===== config.mk =====
export PLATFORM = sky130hd
export DESIGN_NAME = cpu_fetch
export DESIGN_NICKNAME = d
export VERILOG_FILES = /design/src/rtl/cpu_fetch.sv
export SDC_FILE = /design/constraint.sdc
export NUM_CORES = 1
export LEC_CHECK = 0
export CORE_ASPECT_RATIO = 1.2
export CORE_UTILIZATION = 52
export DETAILED_ROUTE_END_ITERATION = 12
export PLACE_DENSITY_LB_ADDON = 0.2
export SYNTH_ARGS = -nofsm -noshare
export SYNTH_HDL_FRONTEND = slang
export SYNTH_SLANG_ARGS = --single-unit

===== constraint.sdc =====
create_clock -name clk -period 6.25 [get_ports clk]
set_input_delay 0.625 -clock clk [delete_from_list [all_inputs] [get_ports clk]]
set_output_delay 0.625 -clock clk [all_outputs]
set_load 0.005 [all_outputs]

===== src/rtl/cpu_fetch.sv =====
// Instruction fetch: single-outstanding imem requests feeding a 2-entry queue.
// Define CPU_FETCH_MISALIGN_EN to add fetch_misalign and keep redirect_pc[1:0].
module cpu_fetch #(
  parameter logic [31:0] RESET_PC = 32'h0000_0000
) (
  input  logic        clk,
  input  logic        reset,
  output logic        imem_req,
  output logic [31:0] imem_addr,
  input  logic        imem_rvalid,
  input  logic [31:0] imem_rdata,
  input  logic        redirect,
  input  logic [31:0] redirect_pc,
  input  logic        stall,
  output logic [31:0] instruction,
  output logic [31:0] inst_pc,
  output logic        inst_valid
`ifdef CPU_FETCH_MISALIGN_EN
  ,
  output logic        fetch_misalign
`endif
);

  typedef enum logic [1:0] {
    S_IDLE,
    S_WAIT,
    S_DROP
  } state_e;

  state_e      state_q, state_d;
  logic [31:0] fetch_pc_q, fetch_pc_d;
  logic [31:0] req_pc_q, req_pc_d;
  logic [31:0] pc0_q, pc0_d;
  logic [31:0] w0_q, w0_d;
  logic [31:0] pc1_q, pc1_d;
  logic [31:0] w1_q, w1_d;
  logic [1:0]  cnt_q, cnt_d;

  logic [31:0] tgt_pc;
  logic        halt;
  logic        issue;
  logic        push;
  logic        pop;

`ifdef CPU_FETCH_MISALIGN_EN
  logic mis_q, mis_d;

  always_comb begin
    tgt_pc = redirect_pc;
    halt   = mis_q;
    mis_d  = mis_q;
    if (redirect) mis_d = |redirect_pc[1:0];
  end
`else
  logic unused_pc_lo;

  assign unused_pc_lo = ^redirect_pc[1:0];

  always_comb begin
    tgt_pc = {redirect_pc[31:2], 2'b00};
    halt   = 1'b0;
  end
`endif

  always_comb begin
    issue = (state_q == S_IDLE) && (cnt_q != 2'd2)
          && !redirect && !halt;
    push  = (state_q == S_WAIT) && imem_rvalid && !redirect;
    pop   = (cnt_q != 2'd0) && !stall && !redirect;
  end

  always_comb begin
    state_d    = state_q;
    fetch_pc_d = fetch_pc_q;
    req_pc_d   = req_pc_q;
    pc0_d      = pc0_q;
    w0_d       = w0_q;
    pc1_d      = pc1_q;
    w1_d       = w1_q;
    cnt_d      = cnt_q;

    if (redirect) begin
      // A request still in flight must have its response swallowed.
      fetch_pc_d = tgt_pc;
      cnt_d      = 2'd0;
      if (state_q != S_IDLE && !imem_rvalid) state_d = S_DROP;
      else                                   state_d = S_IDLE;
    end else begin
      unique case (state_q)
        S_IDLE: begin
          if (issue) begin
            req_pc_d   = fetch_pc_q;
            fetch_pc_d = fetch_pc_q + 32'd4;
            state_d    = S_WAIT;
          end
        end
        S_WAIT, S_DROP: begin
          if (imem_rvalid) state_d = S_IDLE;
        end
        default: state_d = S_IDLE;
      endcase

      unique case (1'b1)
        push && !pop: begin
          if (cnt_q == 2'd0) begin
            pc0_d = req_pc_q;
            w0_d  = imem_rdata;
          end else begin
            pc1_d = req_pc_q;
            w1_d  = imem_rdata;
          end
          cnt_d = cnt_q + 2'd1;
        end
        pop && !push: begin
          pc0_d = pc1_q;
          w0_d  = w1_q;
          cnt_d = cnt_q - 2'd1;
        end
        push && pop: begin
          if (cnt_q == 2'd1) begin
            pc0_d = req_pc_q;
            w0_d  = imem_rdata;
          end else begin
            pc0_d = pc1_q;
            w0_d  = w1_q;
            pc1_d = req_pc_q;
            w1_d  = imem_rdata;
          end
        end
        default: begin
        end
      endcase
    end
  end

  always_ff @(posedge clk) begin
    if (reset) begin
      state_q    <= S_IDLE;
      fetch_pc_q <= RESET_PC;
      req_pc_q   <= 32'd0;
      pc0_q      <= 32'd0;
      w0_q       <= 32'd0;
      pc1_q      <= 32'd0;
      w1_q       <= 32'd0;
      cnt_q      <= 2'd0;
    end else begin
      state_q    <= state_d;
      fetch_pc_q <= fetch_pc_d;
      req_pc_q   <= req_pc_d;
      pc0_q      <= pc0_d;
      w0_q       <= w0_d;
      pc1_q      <= pc1_d;
      w1_q       <= w1_d;
      cnt_q      <= cnt_d;
    end
  end

`ifdef CPU_FETCH_MISALIGN_EN
  always_ff @(posedge clk) begin
    if (reset) mis_q <= 1'b0;
    else       mis_q <= mis_d;
  end

  assign fetch_misalign = !reset && mis_q;
`endif

  always_comb begin
    imem_req    = !reset && issue;
    imem_addr   = imem_req ? fetch_pc_q : 32'd0;
    inst_valid  = !reset && (cnt_q != 2'd0);
    instruction = inst_valid ? w0_q : 32'd0;
    inst_pc     = inst_valid ? pc0_q : 32'd0;
  end

endmodule


---- After elaboration in Yosys (flattened, before gate mapping) ----
Index checks and enable logic that the tools add are counted.
operators by class
  reduce and logical (&&, ||, !) cells .... 35
  bitwise gates (word level) .............. 1
  eq/ne operators ......................... 9
  add/sub/neg operators ................... 3
  muxes and demuxes ....................... 24
operator list
  kind                     count
  $mux W32                 14
  $pmux W32 S3             2
  $pmux W32 S2             2
  $add A32 B3 Y32 const B  1
  $logic_and A1 B1 Y1      12
  $reduce_bool A2 Y1       6
  $mux W2                  4
  $pmux W2 S2              2
  $logic_not A1 Y1         6
  $ne A2 B2 Y1 const B     3
  $ne A3 B3 Y1 const B     2
  $reduce_and A2 Y1        3
  $reduce_and A3 Y1        2
  $eq A2 B1 Y1 const B     2
  $logic_not A2 Y1         2
  $reduce_and A4 Y1        1
  $reduce_or A2 Y1         2
  $reduce_bool A3 Y1       1
  $add A2 B1 Y2 const B    1
  $eq A2 B2 Y1 const B     1
  $ne A2 B1 Y1 const B     1
  $sub A2 B1 Y2 const B    1
  $not A1 Y1               1
word-level totals
  register bits ........................... 196
  output and inout bits ................... 98
  bits of input ports ..................... 69
  logic and storage cells ................. 81

---- Logic depth before layout (Yosys ltp) ----
Gate-level depths: netlist of run 1.
  word-level depth ........................ 7
  depth in mapped cells ................... 10
  depth with buffers taken out ............ 8

---- Worst setup path before layout of run 1 ----
Ideal clock, no wire load.
  path kind ............................... in2reg
  start point ............................. input port redirect
  end point ............................... register pc0_q[10]
  stages on the path ...................... 8
  required time ........................... 6.113 ns
  setup slack ............................. 3.326 ns
  data arrival time ....................... 2.787 ns
  buffers on the path ..................... 4
  library setup time ...................... 0.137 ns
  path through ............................ clkbuf_1 clkbuf_1 or3_1 ha_1 a211oi_1 clkbuf_1 buf_1 a211oi_1
between the ends
  cells in the longest elaborated chain, start to end .. 6
  elaborated cells on any way between the ends .. 13
  those cells by class .................... eq/ne: 1; mux: 1; bitwise: 1; reduce/logical: 10
ends and longest elaborated chain
  what                                                                        line      text
  start, declared                                                             12        input logic redirect,
  $logic_not A1 Y1                                                            68, 69
  $logic_and A1 B1 Y1 (on tied branches)                                      69, 68
  $logic_not A1 Y1 (on tied branches)                                         104, 114
  $logic_and A1 B1 Y1 (on tied branches)                                      104, 114
  $ne A2 B1 Y1 (no source line) / $reduce_bool A3 Y1 (equally long branches)  --
  $reduce_and A3 Y1 (no source line)                                          --
  end signal, assigned                                                        150       pc0_q <= pc0_d;
  end, declared                                                               33        logic [31:0] pc0_q, pc0_d;
Parallel ways exist; a longest one is shown, timed or not.
A chain may end at the register's enable or synchronous reset.

---- Worst setup path in the final report of run 1 ----
  start point ............................. input port redirect
  end point ............................... register pc0_q[3]
The elaborated chain is that of the path after synthesis.

==> run metrics, run 1 <==
worst r2r src=cnt_q[0]$_SDFFE_PP0P_; Slowest cell on crit path=mux2i_4; Tightest Pin Transition=1.10 ns; Multi-input gate area=between 0.004 and 0.005 mm^2; Max Clk Rate=285 MHz; Critical Path AT=3.85 ns; average cell area after synthesis=8.32 um^2; Setup CP Type=input port to flop; Synth top area share=0.452; detailed-route DRC error count=0; Die Span Y=141 um; sequential area share after synthesis=0.452; min Tclk post-route=3.50 ns; nets=~1200; Setup-failing EPs final=0; Resized cells post-CTS=0; commonest non-fill, non-tap cell in the layout=dfxtp_1; most frequent CP cell=buf_4; Die X=117 um; CP Launch Point=redirect; total CTS buffers=17; critical path endpoint=pc0_q[3]$_SDFFE_PP0P_; Pleak=3.82 nW; CTS clock-pin slew for the worst setup and hold paths=approximately 0.070 ns; starting density of the core=0.532; P per Cell Area=252 mW/mm^2; maximum VDD drop=around 220 uV; Worst path max stage delay=about 0.68 ns; RSZ-0062 raised after global routing=false; setup bufs post-CTS=0; final WL=a little over 20000 um; row cnt=50; PortBufs=160; Hold Vio Cnt, Final=0; via count=7323; Top delay family on crit path=buffers and inverters; peak fanout along the critical path=43; number of flops mapped to enable cells by yosys=0; FFs w/ async S/R, synth=0; WHS=around 0.45 ns; register area=0.00376 mm^2; WP depth=9; synthesis-to-finish area growth=27.9%; Yosys warning count=0; Internal=0.00207 W; I/O pins=167; HPWL after detailed placement=approximately 13000 um; die area=0.0165 mm^2; cells after synthesis=1000; Hold Path Class=flop to flop; Vias/cell=approximately 5.5; Max Root-Sink Buffers=2; Max Cap Viol=0; Clk pwr share=0.446; R2R depth=9; TritonCTS clock tree=built; FILL cells=1304; GPL Wtd Cong=0.826; Tot GR Track Use=0.248; sequential power share=0.475; Routed Antenna Nets=0; root buf cell=clkbuf_16; reported net switching power=0.000614 W; CTS Hold Bufs=0; status=completed; H-tree Lvls=4; crit path cell chain=clkdlybuf4s50_1 > buf_4 > or3_1 > inv_1 > ha_1 > mux2i_4 > buf_4 > a22oi_1 > a211oi_1; CP required=6.59 ns; setup tns final=0 ns; Yosys cell types=49; WP buf/inv=4; Syn Std Cell Area=0.00832 mm^2; Initial DRT Pass Iterations=6; most frequent cells in the layout=dfxtp_1, clkdlybuf4s50_1, nand2_1, and2_1, nor2_1; clk_skew=0.0109 ns; worst r2r dst=pc0_q[3]$_SDFFE_PP0P_; area leader, netlist=dfxtp_1; Main synth FF type=dfxtp_1; ANT cells=0; Worst-Skew Late Latency=0.44 ns; largest net degree at the start of global routing=105; post-route clock period utilization=0.561; logic gate share of total power=0.079; Worst slew margin=0.262; fraction of layout cells with a size suffix above 1=0.0466; Synth Register Bits=188; reg-to-reg slack, setup=2.84 ns; final slew viol count=0; vias in the first global route=6689; Iter 0 DRT Violations=713; global route total overflow=0; CTS sink cnt=188; wire per inst=15.3 um; Startpoint Class=input port; Switching Share=0.229; first-pass GRT wire length=33200 um; top cells by area, synth=dfxtp_1, and2_1, nand2_1; initial antenna violation count=0; core area=0.0156 mm^2; CP Capture Type=flop
[how the worst min path moves through the flow]
| stage | from | to | cells past startpoint |
|---|---|---|---|
| floorplan | pc1_q[10]$_SDFFE_PP0P_ | pc1_q[10]$_SDFFE_PP0P_ | 2 |
| global placement | pc1_q[22]$_SDFFE_PP0P_ | pc1_q[22]$_SDFFE_PP0P_ | 2 |
| detailed placement | pc1_q[27]$_SDFFE_PP0P_ | pc1_q[27]$_SDFFE_PP0P_ | 2 |
| CTS | pc1_q[27]$_SDFFE_PP0P_ | pc1_q[27]$_SDFFE_PP0P_ | 2 |
| global route | w1_q[2]$_SDFFE_PP0P_ | w1_q[2]$_SDFFE_PP0P_ | 2 |
| finish | w1_q[31]$_SDFFE_PP0P_ | w1_q[31]$_SDFFE_PP0P_ | 2 |
[per-layer routing]
layer	wire length (um)	GRT usage	up-vias
met2	9750	0.409	190
met4	490	0.105	0
met1	9190	0.314	3376
li1	-	-	3728
met5	0	0	-
met3	871	0.0533	29
[registers in the layout, summed over array words and instances, names as in the netlist]
signal and flops:
pc1_q 30, req_pc_q 30, fetch_pc_q 30, pc0_q 30
cnt_q 2, w1_q 32, state_q 2, w0_q 32
[per-stage QoR]
step / setup slack (ns) / cell area [um^2] / utilization / cells / power [W]
finish: 2.75 / 10600 / 0.680 / 1324 / 0.00268
global route: 2.45 / 10600 / 0.680 / 1324 / 0.00278
CTS: 2.68 / 10600 / 0.680 / 1324 / 0.00270
detailed placement: 2.31 / 9990 / 0.638 / 1292 / 0.00151
global placement: 2.40 / 9990 / 0.638 / 1292 / 0.00150
floorplan: 3.33 / 8330 / - / 1003 / 0.00142
[power groups by stage]
stage	combinational, W	sequential [W]	clock (W)
after floorplan	0.000128	0.00129	0
after global placement	0.000207	0.00130	0
after detailed placement	0.000210	0.00130	0
after CTS	0.000211	0.00127	0.00121
after global routing	0.000233	0.00128	0.00127
final	0.000211	0.00127	0.00120
[cell usage after synthesis, types with 4 or more instances]
| cell | n |
|---|---|
| clkbuf_1 | 75 |
| a21o_1 | 32 |
| o21ai_0 | 12 |
| buf_4 | 4 |
| a311oi_1 | 11 |
| ha_1 | 10 |
| and2_1 | 95 |
| dfxtp_1 | 188 |
| nor4_1 | 5 |
| a211oi_1 | 71 |
| nor3_1 | 4 |
| or3_1 | 7 |
| or4_1 | 13 |
| a22oi_1 | 62 |
| buf_2 | 4 |
| buf_1 | 6 |
| nand3_1 | 11 |
| nor2_1 | 87 |
| a21oi_1 | 72 |
| inv_1 | 15 |
| nand4_1 | 12 |
| xnor2_1 | 4 |
| o31ai_1 | 7 |
| nand2_1 | 145 |
| and4_1 | 4 |
| xor2_1 | 7 |
[cell families (layout without fill, tap and decap cells)]
logic type	Yosys count	count (layout)	synth area share
compound gates	282	282	0.232
xor+xnor	11	11	0.0116
fa+ha+maj	10	10	0.0150
buf+inv	104	217	0.0493
flops	188	188	0.452
mux	1	1	0.00120
other cells	1	4	0.000451
simple gates	403	403	0.238
[worst min-delay path: stages, from the launching register on]
cell and delay [ns]:
dfxtp_1 0.31, nand2_1 0.05, a21oi_1 0.05
[area by class of cell]
type                            instances  area share
Clock inverter                         12      0.0194
Multi-Input combinational cell        711       0.397
Sequential cell                       188       0.354
Tap cell                              208      0.0245
Clock buffer                           20      0.0420
Inverter                               15     0.00529
Timing Repair Buffer                  170       0.159
Power figures use the tool's default switching activity.
==> run 2, diff against run 1 <==
- CORE_UTILIZATION: 52 -> 47
- clock period: 6.25 -> 3.1 ns (I/O delays scaled with it)
==> run 2 against run 1 <==
- critical path type is now flop to output port
- sequential power grew 100%
- final cell count is 1.4% higher
- count of clock-buffer cells in the layout decreased by 1
- global-route usage down 1.7 points
- sequential share of layout area decreased by 0.45 points
- critical endpoint is now imem_addr[30]
- flip-flop and latch count stayed put
- routed wire length rose by 2.4%
- clock skew decreased by 0.0027 ns
- hold slack got worse by 0.11 ns
- via count is 1.4% higher
- setup slack worse by 2.5 ns
- critical path depth down 3
==> run metrics, run 2 (synthesis results as in run 1) <==
via count=7422 (+1.4%); Slowest cell on crit path=clkdlybuf4s50_1; I/O pins=167 (unchanged); Max Root-Sink Buffers=2 (unchanged); Hold Vio Cnt, Final=0 (unchanged); CP required=2.79 ns (-3.80 ns); Iter 0 DRT Violations=532 (-25%); PortBufs=160 (unchanged); setup bufs post-CTS=0 (unchanged); final slew viol count=0 (unchanged); status=completed; Internal=0.00406 W (+97%); Die Span Y=148 um (+5.1%); Tightest Pin Transition=0.765 ns (-0.338 ns); RSZ-0062 raised after global routing=false; ANT cells=0 (unchanged); core area=0.0171 mm^2 (+9.4%); GPL Wtd Cong=0.829 (+0.39%); TritonCTS clock tree=built; Vias/cell=5.53 (about the same); crit path cell chain=inv_1 > ha_1 > nor4b_2 > buf_12 > and2_1 > clkdlybuf4s50_1; Setup-failing EPs final=0 (unchanged); maximum VDD drop=354 uV (+64%); GRT busiest layer=met2; GR Layer Usage met2=0.381 (-0.0282); first-pass GRT wire length=33600 um (+1.1%); Initial DRT Pass Iterations=4 (-2); nets=1196 (+1.2%); Top Registers=w0_q: 32 flops, w1_q: 32 flops; Clk pwr share=0.427 (-0.019); Multi-input gate area=0.00422 mm^2 (unchanged); reported net switching power=0.00120 W (+96%); min Tclk post-route=between 2 and 3 ns; Max Clk Rate=351 MHz; Startpoint Class=flop; GR met1 Demand/Resource=0.303 (-0.0112); largest net degree at the start of global routing=71 (-32%); register area=0.00376 mm^2 (unchanged); wire per inst=15.5 um (+0.91%); clk_skew=0.00815 ns (-0.00274 ns); H-tree Lvls=4 (unchanged); logic gate share of total power=0.084 (+0.005); fraction of layout cells with a size suffix above 1=0.0559 (+0.00931); CTS Hold Bufs=0 (unchanged); HPWL after detailed placement=13700 um (+6.7%); commonest non-fill, non-tap cell in the layout=dfxtp_1; Worst-Skew Late Latency=0.42 ns (-0.02 ns); Critical Path AT=2.54 ns (-1.31 ns); Setup CP Type=flop to output port; die area=0.0182 mm^2 (+10%); final WL=20800 um (+2.4%); sequential power share=0.489 (+0.014); CTS clock-pin slew for the worst setup and hold paths=0.07 ns (about the same); synthesis-to-finish area growth=29.5%; Hold Path Class=input port to flop; detailed-route DRC error count=0 (unchanged); peak fanout along the critical path=38 (-12%); Worst slew margin=0.490 (+0.227); most frequent cells in the layout=dfxtp_1, clkdlybuf4s50_1, nand2_1, and2_1, nor2_1; setup tns final=0 ns (unchanged); Worst path max stage delay=0.54 ns (-0.14 ns); post-route clock period utilization=0.920; Routed Antenna Nets=0 (unchanged); Resized cells post-CTS=0 (unchanged); Tot Pwr=0.00526 W (+96%); Top delay family on crit path=buffers and inverters; Max Cap Viol=0 (unchanged); CP Capture Type=output port; Final Cell Area=0.0108 mm^2 (+1.3%); initial antenna violation count=0 (unchanged); row cnt=52 (+4.0%); WP buf/inv=3 (-1); FILL cells=1520 (+17%); global route total overflow=0 (unchanged); CTS sink cnt=188 (unchanged); P per Cell Area=488 mW/mm^2 (+94%); vias in the first global route=6712 (+0.34%); root buf cell=clkbuf_16; Pleak=3.88 nW (+1.6%); starting density of the core=0.486 (-0.0457); Die X=123 um (+5.1%); Tot GR Track Use=0.232 (-0.0166); GRT met3 Usage=0.0305 (-0.0229); total CTS buffers=17 (unchanged); Area after DPL=0.0102 mm^2 (+1.9%); Switching Share=0.228 (-0.000776)
[run 2: cell count changes in the layout (fill, tap and decap cells not counted), sizes merged]
cell | before | now
buf | 11 | 25
bufinv | 5 | 4
clkbuf | 20 | 19
inv | 18 | 17
[run 2: final cells by class]
| cell class | instances | area share |
|---|---|---|
| Inverter | 15 | 0.00522 |
| Clock buffer | 19 | 0.0402 |
| Timing Repair Buffer | 184 | 0.173 |
| Multi-Input combinational cell | 711 | 0.392 |
| Tap cell | 216 | 0.0251 |
| Sequential cell | 188 | 0.349 |
| Clock inverter | 10 | 0.0156 |
[run 2: power by group through the flow]
stage | clock network, W | registers, W | logic (W)
after CTS | 0.00230 | 0.00257 | 0.000443
after global routing | 0.00239 | 0.00258 | 0.000488
after detailed placement | 0 | 0.00262 | 0.000441
final | 0.00225 | 0.00257 | 0.000442
after floorplan | 0 | 0.00260 | 0.000258
after global placement | 0 | 0.00262 | 0.000436
[run 2: metal layers]
layer  part of all wire  vias up
met3              0.046       32
met4              0.023        0
li1                   -     3777
met5                  0        -
met1               0.45     3404
met2               0.48      209
[run 2: path summary, 6_finish.rpt]
path / endpoint / slack (ns) / depth (start not counted) / from
max: imem_addr[30] / 0.25 / 6 / cnt_q[0]$_SDFFE_PP0P_
min: pc1_q[21]$_SDFFE_PP0P_ / 0.35 / 2 / reset
max reg2reg: w0_q[25]$_SDFFE_PP0P_ / 0.30 / 9 / cnt_q[0]$_SDFFE_PP0P_
min reg2reg: pc1_q[12]$_SDFFE_PP0P_ / 0.45 / 2 / pc1_q[12]$_SDFFE_PP0P_
[run 2: metrics by stage]
stage	cells	worst slack, ns	util	hold slack, ns
after floorplan	1003	0.491	-	0.436
after global placement	1314	0.311	0.595	0.441
after detailed placement	1314	0.169	0.595	0.446
after CTS	1343	0.236	0.630	0.334
after global routing	1343	0.136	0.630	0.371
final	1343	0.248	0.630	0.346
[run 2: worst reg2reg max path, stage by stage, from the launching register on]
cell      delay, ns
dfxtp_1        0.37
inv_1          0.08
ha_1           0.32
or3_1          0.45
inv_1          0.12
ha_1           0.33
mux2i_4        0.33
buf_4          0.32
a22oi_1        0.15
a211oi_1       0.24
==> run 3, diff against run 2 <==
--- a/config.mk
+++ b/config.mk
@@ -7,7 +7,7 @@
 export LEC_CHECK = 0
 export CORE_ASPECT_RATIO = 1.2
-export CORE_UTILIZATION = 47
+export CORE_UTILIZATION = 40
 export DETAILED_ROUTE_END_ITERATION = 12
-export PLACE_DENSITY_LB_ADDON = 0.2
+export PLACE_DENSITY = 0.67
 export SYNTH_ARGS = -nofsm -noshare
 export SYNTH_HDL_FRONTEND = slang
==> constraint.sdc (replaced) <==
create_clock -name clk -period 3.1 [get_ports clk]
set_input_delay 0.62 -clock clk [delete_from_list [all_inputs] [get_ports clk]]
set_output_delay 0.62 -clock clk [all_outputs]
set_load 0.005 [all_outputs]
==> run 3 against run 2 <==
- global-route usage is 2.6 points lower
- largest cell class unchanged
- first-iteration DRC count is 28% lower
- routed wire length grew 5.3%
- utilization fell by 8.0 points
==> run metrics, run 3 (synthesis results as in run 1) <==
Max Clk Rate=327 MHz (-6.7%); Setup-failing EPs final=0 (unchanged); worst r2r dst=pc0_q[7]$_SDFFE_PP0P_; Die X=134 um (+8.3%); Tightest Pin Transition=0.797 ns (+0.0321 ns); Clk pwr share=0.432 (+0.005); fraction of layout cells with a size suffix above 1=0.0799 (+0.0240); clk_skew=0.00714 ns (-0.00101 ns); Worst-Skew Late Latency=0.43 ns (about the same); total CTS buffers=17 (unchanged); Setup CP Type=input port to output port; logic gate share of total power=0.088 (+0.004); min Tclk post-route=3.06 ns (+0.204 ns); Iter 0 DRT Violations=384 (-28%); wire per inst=15.4 um (-0.20%); die area=0.0214 mm^2 (+17%); H-tree Lvls=4 (unchanged); Pleak=4.06 nW (+4.6%); status=completed; Max Cap Viol=0 (unchanged); setup tns final=0 ns (unchanged); row cnt=57 (+9.6%); GPL Wtd Cong=0.896 (+8.1%); Tot GR Track Use=0.206 (-0.0256); PortBufs=160 (unchanged); synthesis-to-finish area growth=34.4%; Switching Share=0.231 (+0.00288); peak fanout along the critical path=19 (-50%); detailed-route DRC error count=0 (unchanged); I/O pins=167 (unchanged); Top Registers=w0_q: 32 flops, w1_q: 32 flops; TritonCTS clock tree=built; Hold Path Class=flop to flop; nets=1218 (+1.8%); R2R depth=9 (unchanged); Internal=0.00412 W (+1.5%); critical path endpoint=imem_addr[11]; P per Cell Area=479 mW/mm^2 (-1.8%); reg-to-reg slack, setup=0.44 ns (+0.14 ns); Max Root-Sink Buffers=2 (unchanged); Worst slew margin=0.468 (-0.0214); post-route clock period utilization=0.986 (+0.0657); final slew viol count=0 (unchanged); HPWL after detailed placement=15100 um (+9.6%); FILL cells=1945 (+28%); worst r2r src=cnt_q[1]$_SDFFE_PP0P_; RSZ-0062 raised after global routing=false; first-pass GRT wire length=35300 um (+5.1%); Vias/cell=5.28 (-4.4%); starting density of the core=0.409 (-0.0769); CP Launch Point=redirect; initial antenna violation count=0 (unchanged); Die Span Y=160 um (+8.3%); Final Cell Area=0.0112 mm^2 (+3.8%); CP required=2.48 ns (-0.31 ns); largest net degree at the start of global routing=78 (+9.9%); maximum VDD drop=363 uV (+2.4%); root buf cell=clkbuf_16; Startpoint Class=input port; reported net switching power=0.00124 W (+3.2%); CP Capture Type=output port; WHS=0.454 ns (+0.108 ns); core area=0.0203 mm^2 (+19%); most frequent cells in the layout=dfxtp_1, clkdlybuf4s50_1, nand2_1, and2_1, nor2_1; global route total overflow=0 (unchanged); non-filler cells, final=1417 (+5.5%); Area after DPL=0.0105 mm^2 (+2.9%); Tot Pwr=0.00536 W (+1.9%); Hold Vio Cnt, Final=0 (unchanged); sequential power share=0.479 (-0.010); vias in the first global route=6796 (+1.3%); ANT cells=0 (unchanged); Routed Antenna Nets=0 (unchanged); Critical Path AT=2.44 ns (-0.10 ns); CTS sink cnt=188 (unchanged); via count=7485 (+0.85%); Initial DRT Pass Iterations=7 (+3); CTS clock-pin slew for the worst setup and hold paths=0.06 ns (about the same); Placed Cells=1383 (+5.3%); commonest non-fill, non-tap cell in the layout=dfxtp_1; CTS Hold Bufs=0 (unchanged); final WL=21900 um (+5.3%)
==> run 3: cell count changes in the layout (fill, tap and decap cells not counted), sizes merged <==
cell,delta
clkbuf,+2
inv,+1
buf,+21
clkinv,+1
==> run 3: worst min-delay path by stage <==
stage                            from                     end  slack [ns]  cells after the start
2_1_floorplan  pc1_q[10]$_SDFFE_PP0P_  pc1_q[10]$_SDFFE_PP0P_        0.44                      2
3_3_place_gp   pc1_q[14]$_SDFFE_PP0P_  pc1_q[14]$_SDFFE_PP0P_        0.44                      2
3_5_place_dp     w1_q[1]$_SDFFE_PP0P_    w1_q[1]$_SDFFE_PP0P_        0.45                      2
4_1_cts          w1_q[1]$_SDFFE_PP0P_    w1_q[1]$_SDFFE_PP0P_        0.46                      2
5_1_grt         w1_q[22]$_SDFFE_PP0P_   w1_q[22]$_SDFFE_PP0P_        0.47                      2
6_report        w1_q[21]$_SDFFE_PP0P_   w1_q[21]$_SDFFE_PP0P_        0.45                      2
==> run 3: metal layers <==
metal  vias up  share of wire  track usage
met3        30          0.045       0.0352
met2       231           0.49        0.347
met1      3406           0.44        0.264
li1       3818              -            -
met5         -              0            0
met4         0          0.020       0.0728
==> run 3: metrics by stage <==
stage	worst slack, ns	util
after floorplan	0.181	-
final	0.0440	0.550
after detailed placement	0.0193	0.515
after CTS	0.00626	0.547
after global placement	0.0565	0.515
after global routing	0.000284	0.550
==> run 3: final cells by class <==
| class | count | area [um^2] | share of cell area |
|---|---|---|---|
| inverters | 15 | 56.3 | 0.00503 |
| multi-input cells | 711 | 4260 | 0.380 |
| clock inverters | 12 | 185 | 0.0166 |
| clock buffers | 20 | 447 | 0.0399 |
| flip-flops and latches | 188 | 3760 | 0.337 |
| well taps | 265 | 332 | 0.0296 |
| repair buffers | 206 | 2140 | 0.192 |
==> run 3: repair_timing <==
action | in CTS | in global routing
setup buffers | 0 | 1
pin swaps | 0 | 1
gates cloned | 0 | 1
setup endpoints to repair | 30 | 77
resized for setup | 3 | 6
==> run 3: power by group through the flow <==
stage | clock network (W) | logic [W] | registers, W
after floorplan | 0 | 0.000258 | 0.00260
after global placement | 0 | 0.000455 | 0.00262
after detailed placement | 0 | 0.000459 | 0.00262
after CTS | 0.00238 | 0.000464 | 0.00257
after global routing | 0.00249 | 0.000520 | 0.00258
final | 0.00232 | 0.000472 | 0.00257
==> run 3: critical path, cell delays in order <==
cell	delay [ns]
clkdlybuf4s50_1	0.46
nor4b_4	0.29
buf_4	0.18
buf_12	0.15
and2_1	0.20
clkdlybuf4s50_1	0.52
